`src/rtl/cfm_poller_pkg.sv`:
```
// Shared types and constants for the CFM-side RS485 poller and the LCB answer logic.
package cfm_poller_pkg;

    typedef enum logic [2:0] {
        StIdle,
        StGuardPre,
        StSend,
        StGuardPost,
        StWaitResp,
        StRecv,
        StDone,
        StErr
    } state_t;

    localparam logic [1:0] ERR_NONE    = 2'b00;
    localparam logic [1:0] ERR_RESP_TO = 2'b01;
    localparam logic [1:0] ERR_BYTE_TO = 2'b10;
    localparam logic [1:0] ERR_FRAME   = 2'b11;

    localparam int unsigned FRAME_LEN_MAX = 32;
    localparam int unsigned ADDR_W        = 5;
    localparam int unsigned TIMER_W       = 16;

endpackage

```
`src/rtl/cfm_poller_if.sv`:
```
// Host-side control, status and buffer read port of the poller.
interface cfm_poller_if;
    import cfm_poller_pkg::*;

    logic              start;
    logic [7:0]        req_byte;
    logic              busy;
    logic              frame_done;
    logic              err;
    logic [1:0]        err_code;
    logic [ADDR_W-1:0] rx_count;
    logic [ADDR_W-1:0] rd_addr;
    logic [7:0]        rd_data;

    modport master (
        output start, req_byte, rd_addr,
        input  busy, frame_done, err, err_code, rx_count, rd_data
    );

    modport slave (
        input  start, req_byte, rd_addr,
        output busy, frame_done, err, err_code, rx_count, rd_data
    );

endinterface

```
`src/rtl/cfm_uart_rx.sv`:
```
// 8N1 deserializer: synchronised RX, start bit re-checked at half bit, centre sampling.
module cfm_uart_rx #(
    parameter int unsigned BAUD_DIV = 16
) (
    input  logic       clk,
    input  logic       rst,
    input  logic       rx,
    output logic [7:0] oData,
    output logic       oValid,
    output logic       oFerr
);

    localparam int unsigned CNT_W = $clog2(BAUD_DIV);
    localparam logic [CNT_W-1:0] HALF_LAST = CNT_W'(BAUD_DIV / 2 - 1);
    localparam logic [CNT_W-1:0] BIT_LAST  = CNT_W'(BAUD_DIV - 1);

    typedef enum logic [1:0] {RxIdle, RxStart, RxData, RxStop} rx_state_t;

    rx_state_t        state_q;
    logic             sync1_q, sync2_q, prev_q;
    logic [CNT_W-1:0] cnt_q;
    logic [2:0]       bit_q;
    logic [7:0]       shift_q;

    always_ff @(posedge clk or posedge rst) begin
        if (rst) begin
            state_q <= RxIdle;
            sync1_q <= 1'b1;
            sync2_q <= 1'b1;
            prev_q  <= 1'b1;
            cnt_q   <= '0;
            bit_q   <= '0;
            shift_q <= '0;
            oData   <= '0;
            oValid  <= 1'b0;
            oFerr   <= 1'b0;
        end else begin
            sync1_q <= rx;
            sync2_q <= sync1_q;
            prev_q  <= sync2_q;
            oValid  <= 1'b0;
            oFerr   <= 1'b0;
            unique case (state_q)
                RxIdle: begin
                    if (prev_q && !sync2_q) begin
                        state_q <= RxStart;
                        cnt_q   <= '0;
                    end
                end
                RxStart: begin
                    if (cnt_q == HALF_LAST) begin
                        // A high line at mid start bit was a glitch, not a frame.
                        cnt_q   <= '0;
                        bit_q   <= '0;
                        state_q <= sync2_q ? RxIdle : RxData;
                    end else begin
                        cnt_q <= cnt_q + 1'b1;
                    end
                end
                RxData: begin
                    if (cnt_q == BIT_LAST) begin
                        cnt_q   <= '0;
                        shift_q <= {sync2_q, shift_q[7:1]};
                        if (bit_q == 3'd7) state_q <= RxStop;
                        else bit_q <= bit_q + 1'b1;
                    end else begin
                        cnt_q <= cnt_q + 1'b1;
                    end
                end
                RxStop: begin
                    if (cnt_q == BIT_LAST) begin
                        oData   <= shift_q;
                        oValid  <= sync2_q;
                        oFerr   <= !sync2_q;
                        state_q <= RxIdle;
                    end else begin
                        cnt_q <= cnt_q + 1'b1;
                    end
                end
                default: state_q <= RxIdle;
            endcase
        end
    end

endmodule

```
`src/rtl/cfm_poller.sv`:
```
// RS485 poll master: sends one request byte, turns the bus around and buffers the answer frame.
module cfm_poller
    import cfm_poller_pkg::*;
#(
    parameter int unsigned BAUD_DIV     = 16,
    parameter int unsigned FRAME_LEN    = 32,
    parameter int unsigned GUARD_BITS   = 2,
    parameter int unsigned RESP_TIMEOUT = 4096,
    parameter int unsigned BYTE_TIMEOUT = 640
) (
    input  logic         clk,
    input  logic         rst,
    cfm_poller_if.slave  host,
    input  logic         RX,
    output logic         TX,
    output logic         dirTX,
    output logic         dirRX
);

    localparam logic [TIMER_W-1:0] GUARD_LAST = TIMER_W'(GUARD_BITS * BAUD_DIV - 1);
    localparam logic [TIMER_W-1:0] BIT_LAST   = TIMER_W'(BAUD_DIV - 1);
    localparam logic [TIMER_W-1:0] RESP_LAST  = TIMER_W'(RESP_TIMEOUT - 1);
    localparam logic [TIMER_W-1:0] BYTE_LAST  = TIMER_W'(BYTE_TIMEOUT - 1);
    localparam logic [ADDR_W-1:0]  LAST_IDX   = ADDR_W'(FRAME_LEN - 1);

    state_t             state_q;
    logic [TIMER_W-1:0] cnt_q;
    logic [TIMER_W-1:0] timer_q;
    logic [3:0]         bit_q;
    logic [9:0]         frame_q;
    logic               tx_q, dir_q, busy_q, done_q, err_q;
    logic [1:0]         code_q;
    logic [ADDR_W-1:0]  count_q;
    logic [7:0]         buffer_q [2**ADDR_W];
    logic [7:0]         rd_data_q;

    logic       rx_rst, rx_valid, rx_ferr, buf_we;
    logic [7:0] rx_data;

    // Receiver is deaf while we drive the bus, so our own echo is never seen.
    assign rx_rst = rst | dir_q;

    cfm_uart_rx #(
        .BAUD_DIV(BAUD_DIV)
    ) u_rx (
        .clk   (clk),
        .rst   (rx_rst),
        .rx    (RX),
        .oData (rx_data),
        .oValid(rx_valid),
        .oFerr (rx_ferr)
    );

    assign buf_we = rx_valid && (state_q == StWaitResp || state_q == StRecv);

    always_ff @(posedge clk or posedge rst) begin
        if (rst) begin
            state_q <= StIdle;
            cnt_q   <= '0;
            timer_q <= '0;
            bit_q   <= '0;
            frame_q <= '1;
            tx_q    <= 1'b1;
            dir_q   <= 1'b0;
            busy_q  <= 1'b0;
            done_q  <= 1'b0;
            err_q   <= 1'b0;
            code_q  <= ERR_NONE;
            count_q <= '0;
        end else begin
            done_q <= 1'b0;
            err_q  <= 1'b0;
            unique case (state_q)
                StIdle: begin
                    if (host.start) begin
                        frame_q <= {1'b1, host.req_byte, 1'b0};
                        count_q <= '0;
                        code_q  <= ERR_NONE;
                        busy_q  <= 1'b1;
                        dir_q   <= 1'b1;
                        cnt_q   <= '0;
                        state_q <= StGuardPre;
                    end
                end
                StGuardPre: begin
                    if (cnt_q == GUARD_LAST) begin
                        cnt_q   <= '0;
                        bit_q   <= '0;
                        tx_q    <= frame_q[0];
                        state_q <= StSend;
                    end else begin
                        cnt_q <= cnt_q + 1'b1;
                    end
                end
                StSend: begin
                    if (cnt_q == BIT_LAST) begin
                        cnt_q <= '0;
                        if (bit_q == 4'd9) begin
                            tx_q    <= 1'b1;
                            state_q <= StGuardPost;
                        end else begin
                            bit_q   <= bit_q + 1'b1;
                            tx_q    <= frame_q[1];
                            frame_q <= {1'b1, frame_q[9:1]};
                        end
                    end else begin
                        cnt_q <= cnt_q + 1'b1;
                    end
                end
                StGuardPost: begin
                    if (cnt_q == GUARD_LAST) begin
                        dir_q   <= 1'b0;
                        timer_q <= '0;
                        state_q <= StWaitResp;
                    end else begin
                        cnt_q <= cnt_q + 1'b1;
                    end
                end
                StWaitResp, StRecv: begin
                    if (rx_ferr) begin
                        code_q  <= ERR_FRAME;
                        err_q   <= 1'b1;
                        state_q <= StErr;
                    end else if (rx_valid) begin
                        count_q <= count_q + 1'b1;
                        timer_q <= '0;
                        if (count_q == LAST_IDX) begin
                            done_q  <= 1'b1;
                            state_q <= StDone;
                        end else begin
                            state_q <= StRecv;
                        end
                    end else if (timer_q == ((state_q == StWaitResp) ? RESP_LAST : BYTE_LAST)) begin
                        code_q  <= (state_q == StWaitResp) ? ERR_RESP_TO : ERR_BYTE_TO;
                        err_q   <= 1'b1;
                        state_q <= StErr;
                    end else begin
                        timer_q <= timer_q + 1'b1;
                    end
                end
                StDone, StErr: begin
                    busy_q  <= 1'b0;
                    state_q <= StIdle;
                end
                default: state_q <= StIdle;
            endcase
        end
    end

    always_ff @(posedge clk or posedge rst) begin
        if (rst) begin
            for (int i = 0; i < 2**ADDR_W; i++) buffer_q[i] <= '0;
            rd_data_q <= '0;
        end else begin
            if (buf_we) buffer_q[count_q] <= rx_data;
            rd_data_q <= buffer_q[host.rd_addr];
        end
    end

    assign TX              = tx_q;
    assign dirTX           = dir_q;
    assign dirRX           = dir_q;
    assign host.busy       = busy_q;
    assign host.frame_done = done_q;
    assign host.err        = err_q;
    assign host.err_code   = code_q;
    assign host.rx_count   = count_q;
    assign host.rd_data    = rd_data_q;

endmodule

```
`src/flat_wrapper.sv`:
```
// flat-port wrapper written by rule: the top's interface ports become plain ports
module cfm_poller_flat import cfm_poller_pkg::*;
#(
    parameter int unsigned BAUD_DIV     = 16,
    parameter int unsigned FRAME_LEN    = 32,
    parameter int unsigned GUARD_BITS   = 2,
    parameter int unsigned RESP_TIMEOUT = 4096,
    parameter int unsigned BYTE_TIMEOUT = 640
)
  (clk, rst, RX, TX, dirTX, dirRX, host_start, host_req_byte, host_rd_addr, host_busy, host_frame_done, host_err, host_err_code, host_rx_count, host_rd_data);
  cfm_poller_if host_i ();
  input  logic clk;
  input  logic rst;
  input  logic RX;
  output logic TX;
  output logic dirTX;
  output logic dirRX;
  input wire logic [$bits(host_i.start)-1:0] host_start;
  input wire logic [$bits(host_i.req_byte)-1:0] host_req_byte;
  input wire logic [$bits(host_i.rd_addr)-1:0] host_rd_addr;
  output wire logic [$bits(host_i.busy)-1:0] host_busy;
  output wire logic [$bits(host_i.frame_done)-1:0] host_frame_done;
  output wire logic [$bits(host_i.err)-1:0] host_err;
  output wire logic [$bits(host_i.err_code)-1:0] host_err_code;
  output wire logic [$bits(host_i.rx_count)-1:0] host_rx_count;
  output wire logic [$bits(host_i.rd_data)-1:0] host_rd_data;
  assign host_i.start = host_start;
  assign host_i.req_byte = host_req_byte;
  assign host_i.rd_addr = host_rd_addr;
  assign host_busy = host_i.busy;
  assign host_frame_done = host_i.frame_done;
  assign host_err = host_i.err;
  assign host_err_code = host_i.err_code;
  assign host_rx_count = host_i.rx_count;
  assign host_rd_data = host_i.rd_data;
  cfm_poller #(.BAUD_DIV(BAUD_DIV), .FRAME_LEN(FRAME_LEN), .GUARD_BITS(GUARD_BITS), .RESP_TIMEOUT(RESP_TIMEOUT), .BYTE_TIMEOUT(BYTE_TIMEOUT)) u_core (.clk(clk), .rst(rst), .host(host_i), .RX(RX), .TX(TX), .dirTX(dirTX), .dirRX(dirRX));
endmodule
```
`config.mk`:
```
export PLATFORM = sky130hd
export DESIGN_NAME = cfm_poller_flat
export DESIGN_NICKNAME = d
export VERILOG_FILES = /design/src/rtl/cfm_poller_pkg.sv /design/src/rtl/cfm_poller_if.sv /design/src/rtl/cfm_uart_rx.sv /design/src/rtl/cfm_poller.sv /design/src/flat_wrapper.sv
export SDC_FILE = /design/constraint.sdc
export NUM_CORES = 1
export LEC_CHECK = 0
export BUFFER_PORTS_ARGS = -buffer_cell sky130_fd_sc_hd__buf_2
export CAP_MARGIN = 20
export CORE_MARGIN = 1.5
export CORE_UTILIZATION = 63
export DETAILED_ROUTE_END_ITERATION = 10
export PLACE_DENSITY = 0.8
export SYNTH_ARGS = -nofsm -noshare
export SYNTH_HDL_FRONTEND = slang
export SYNTH_SLANG_ARGS = --single-unit
```
`constraint.sdc`:
```
create_clock -name clk -period 10.8 [get_ports clk]
set_clock_uncertainty 0.15 [all_clocks]
set_input_delay 0.54 -clock clk [delete_from_list [all_inputs] [get_ports clk]]
set_output_delay 0.54 -clock clk [all_outputs]
set_load 0.02 [all_outputs]
```
==> results.md <==
* Status: finished clean
* Crit path DAT at 3600 ps
* Largest net degree at the start of global routing at 201
* P_leak at 8.68 nW
* CORE AREA at 26,000 µm²
* Final slew viol count at 0
* Nets at 1,228
* PD cells at 164 nW/µm²
* Syn Area/Cell at 14.0 µm²
* Starting Density at 63.8%
* Die Span Y at 165 µm
* DRT Wirelength at 35,500 µm
* RSZ-0062 raised after global routing: false
* Cell chain of the critical path: nor2b_1, nand3_1, nor2_1, mux2_2
* Die X at 165 µm
* WL/cell at 22.7 µm
* 1st-pass router iterations at 5
* Total CTS buffers at 37
* Max IR drop VDD at 0.000164 V
* Global-route wire length before repair at 56,500 µm
* Max cap viols at 0
* CP max FO at 17
* Latest clock arrival within the worst-skew pair at 530 ps
* Gr usage total at 27.2%
* Worst-margin pin slew at 1110 ps
* Library cells used by synthesis at 62
* Critical Path Source: u_core.state_q[2]$_DFFE_PP0P_
* Tmin final at 3360 ps
* CP startpoint kind: flop
* Final instance area at 18,300 µm²
* Worst Path Buf+Inv at 0
* Clock transition at path regs at 60 ps
* Dpl cell area at 17,000 µm²
* Required @ worst endpoint at 11,050 ps
* HPWL after DPL at 22,900 µm
* Final Cycle Share at 31.1%
* Antenna Cells at 0
* Mapped Cells at 1,185
* Cts repair resizes at 0
* H-tree Lvls at 2
* R2r worst-path depth at 4
* Commonest non-fill, non-tap cell in the layout: dfrtp_1
* # hold bufs at CTS at 1
* Final setup fails at 0
* Tot Pwr at 3.00 mW
* Setup Buffers After CTS at 0
* Worst hold-check path type: input pin to async pin
* Initial antenna violation count at 0
* Area Growth Syn to Fin at 10.4%
* GPL Wtd Cong at 0.808
* Most frequent cells in the layout: dfrtp_1 (341), mux2_2 (280), mux4_2 (80)
* Vias in the first global route at 9,950
* Syn_nets at 1,214
* Port Buffer Count at 37
* CTS tree: yes
* Slew margin rel. at 25.7%
* Number of vias per cell at 6.38
* Clk buf depth at 3
* Final hold violation count at 0
* Critical setup path kind: flop to flop
* Seq/Total Area, Yosys at 53.5%
* Drt drc at 0
* Top-Level Pins at 38
* R2R setup slack at 7440 ps
* Slowest cell on crit path: nor2_1
* DRT iter0 DRCs at 1,102
* Crit path largest cell delay at 930 ps
* Standard-cell rows at 59
* TNS Setup at 0 ps
* FF+latch count, synth at 354
* Number of clock sinks at 354
* Vias at 9,960
* Synth Flop Type: dfrtp_1
* Grt total ovfl at 0
* Worst path depth at 4
* Share of layout cells above drive strength 1 at 41.4%
* Crit path to: u_core.buffer_q[38]$_DFFE_PP0P_
* Die ar. at 27,300 µm²
* Worst setup EP type: flop
* Peak Freq at 0.298 GHz
* R2R Path End: u_core.buffer_q[38]$_DFFE_PP0P_
* FFs w/ async S/R, synth at 100%
* Yosys warns at 0
* Critical path's top delay family: simple AND/OR/NAND/NOR gates
* Routed Antenna Nets at 0
* Synth Cell Area at 16,600 µm²
* Reg2Reg Launch Point: u_core.state_q[2]$_DFFE_PP0P_
* Clk Tree Root Cell: clkbuf_16
* EDFF count, synth at 0
## report_power, final
part | internal, mW | switching [mW]
clock network | 0.754 | 0.525
logic | 0.113 | 0.178
registers | 1.38 | 0.0537
total | 2.25 | 0.757
## flip-flops by register name, indices dropped and copies added, names as in the netlist, 2 cells and up, named ones only
| register | flops |
|---|---|
| u_core.buffer_q | 256 |
| u_core.cnt_q | 16 |
| u_core.timer_q | 16 |
| u_core.frame_q | 9 |
| u_core.host.rd_data | 8 |
| u_core.u_rx.oData | 8 |
| u_core.u_rx.shift_q | 8 |
| u_core.host.rx_count | 5 |
| u_core.bit_q | 4 |
| u_core.u_rx.cnt_q | 4 |
| u_core.state_q | 3 |
| u_core.u_rx.bit_q | 3 |
| u_core.host.err_code | 2 |
## stage by stage
step                hold WS (ps)  cells  utilization, %  setup WS [ps]
finish                      13.4   1561            70.5           7440
global placement             199   1489            65.2           7370
detailed placement           202   1490            65.3           7330
floorplan                    195   1185               -           1160
global route                98.1   1561            70.5           7340
CTS                         58.5   1557            70.1           7550
## area by class of cell
type / count / area [µm²]
Clock inverter: 15 / 163
Multi-Input combinational cell: 740 / 7330
Fill cell: 1660 / 7660
Tap cell: 335 / 419
Clock buffer: 51 / 1080
Timing Repair Buffer: 50 / 384
Sequential cell: 354 / 8870
Inverter: 16 / 67.6
## how the worst min path moves through the flow
stage	start	to	slack, ps	cells past startpoint
final	rst	u_core.timer_q[13]$_DFFE_PP0P_	10	2
after detailed placement	u_core.u_rx.sync1_q$_DFF_PP1_	u_core.u_rx.sync2_q$_DFF_PP1_	200	0
after global placement	u_core.u_rx.sync1_q$_DFF_PP1_	u_core.u_rx.sync2_q$_DFF_PP1_	200	0
after CTS	rst	u_core.u_rx.oData[0]$_DFFE_PP0P_	60	3
after global routing	rst	u_core.u_rx.oData[7]$_DFFE_PP0P_	100	3
after floorplan	u_core.u_rx.sync1_q$_DFF_PP1_	u_core.u_rx.sync2_q$_DFF_PP1_	200	0
## synth_stat cells, drive strengths merged (3+ instances only)
library cell,number,area [µm²]
or3,5,31.3
mux2i,7,70.1
nor2b,8,50.1
o21a,4,30.0
a22o,3,26.3
o211ai,5,37.5
a41oi,4,35.0
a21oi,25,125
o31ai,5,47.5
inv,16,60.1
nor4,4,31.3
mux2,288,3240
nand4,6,37.5
a31oi,15,93.8
dfrtp,341,8530
nor3b,6,45.0
nor2,53,226
nand2,76,285
ha,12,150
nand3b,4,30.0
buf,18,110
and3,13,81.3
clkbuf,57,214
nor3,9,67.6
o21ai,25,129
o2111ai,5,43.8
dfstp,13,342
mux4,80,1800
xor2,12,105
nand2b,16,108
or4,7,56.3
nand3,15,75.1
## kinds of logic after synthesis
group / synth area share, %
XOR/XNOR: 0.739
flip-flops: 53.5
multiplexers: 30.8
buffers and inverters: 2.32
adder cells (fa/ha/maj): 0.905
AND/OR/NAND/NOR: 7.23
AO/OA/AOI/OAI: 4.49
## layer usage
metal / track usage (%) / up-vias / wire length, µm
met5: 0 / - / 0
met4: 7.37 / 0 / 762
met3: 6.07 / 59 / 2370
met2: 41.0 / 291 / 16500
met1: 40.3 / 5204 / 15800
li1: - / 4406 / -
No activity file was read; power rests on OpenSTA's default activity.
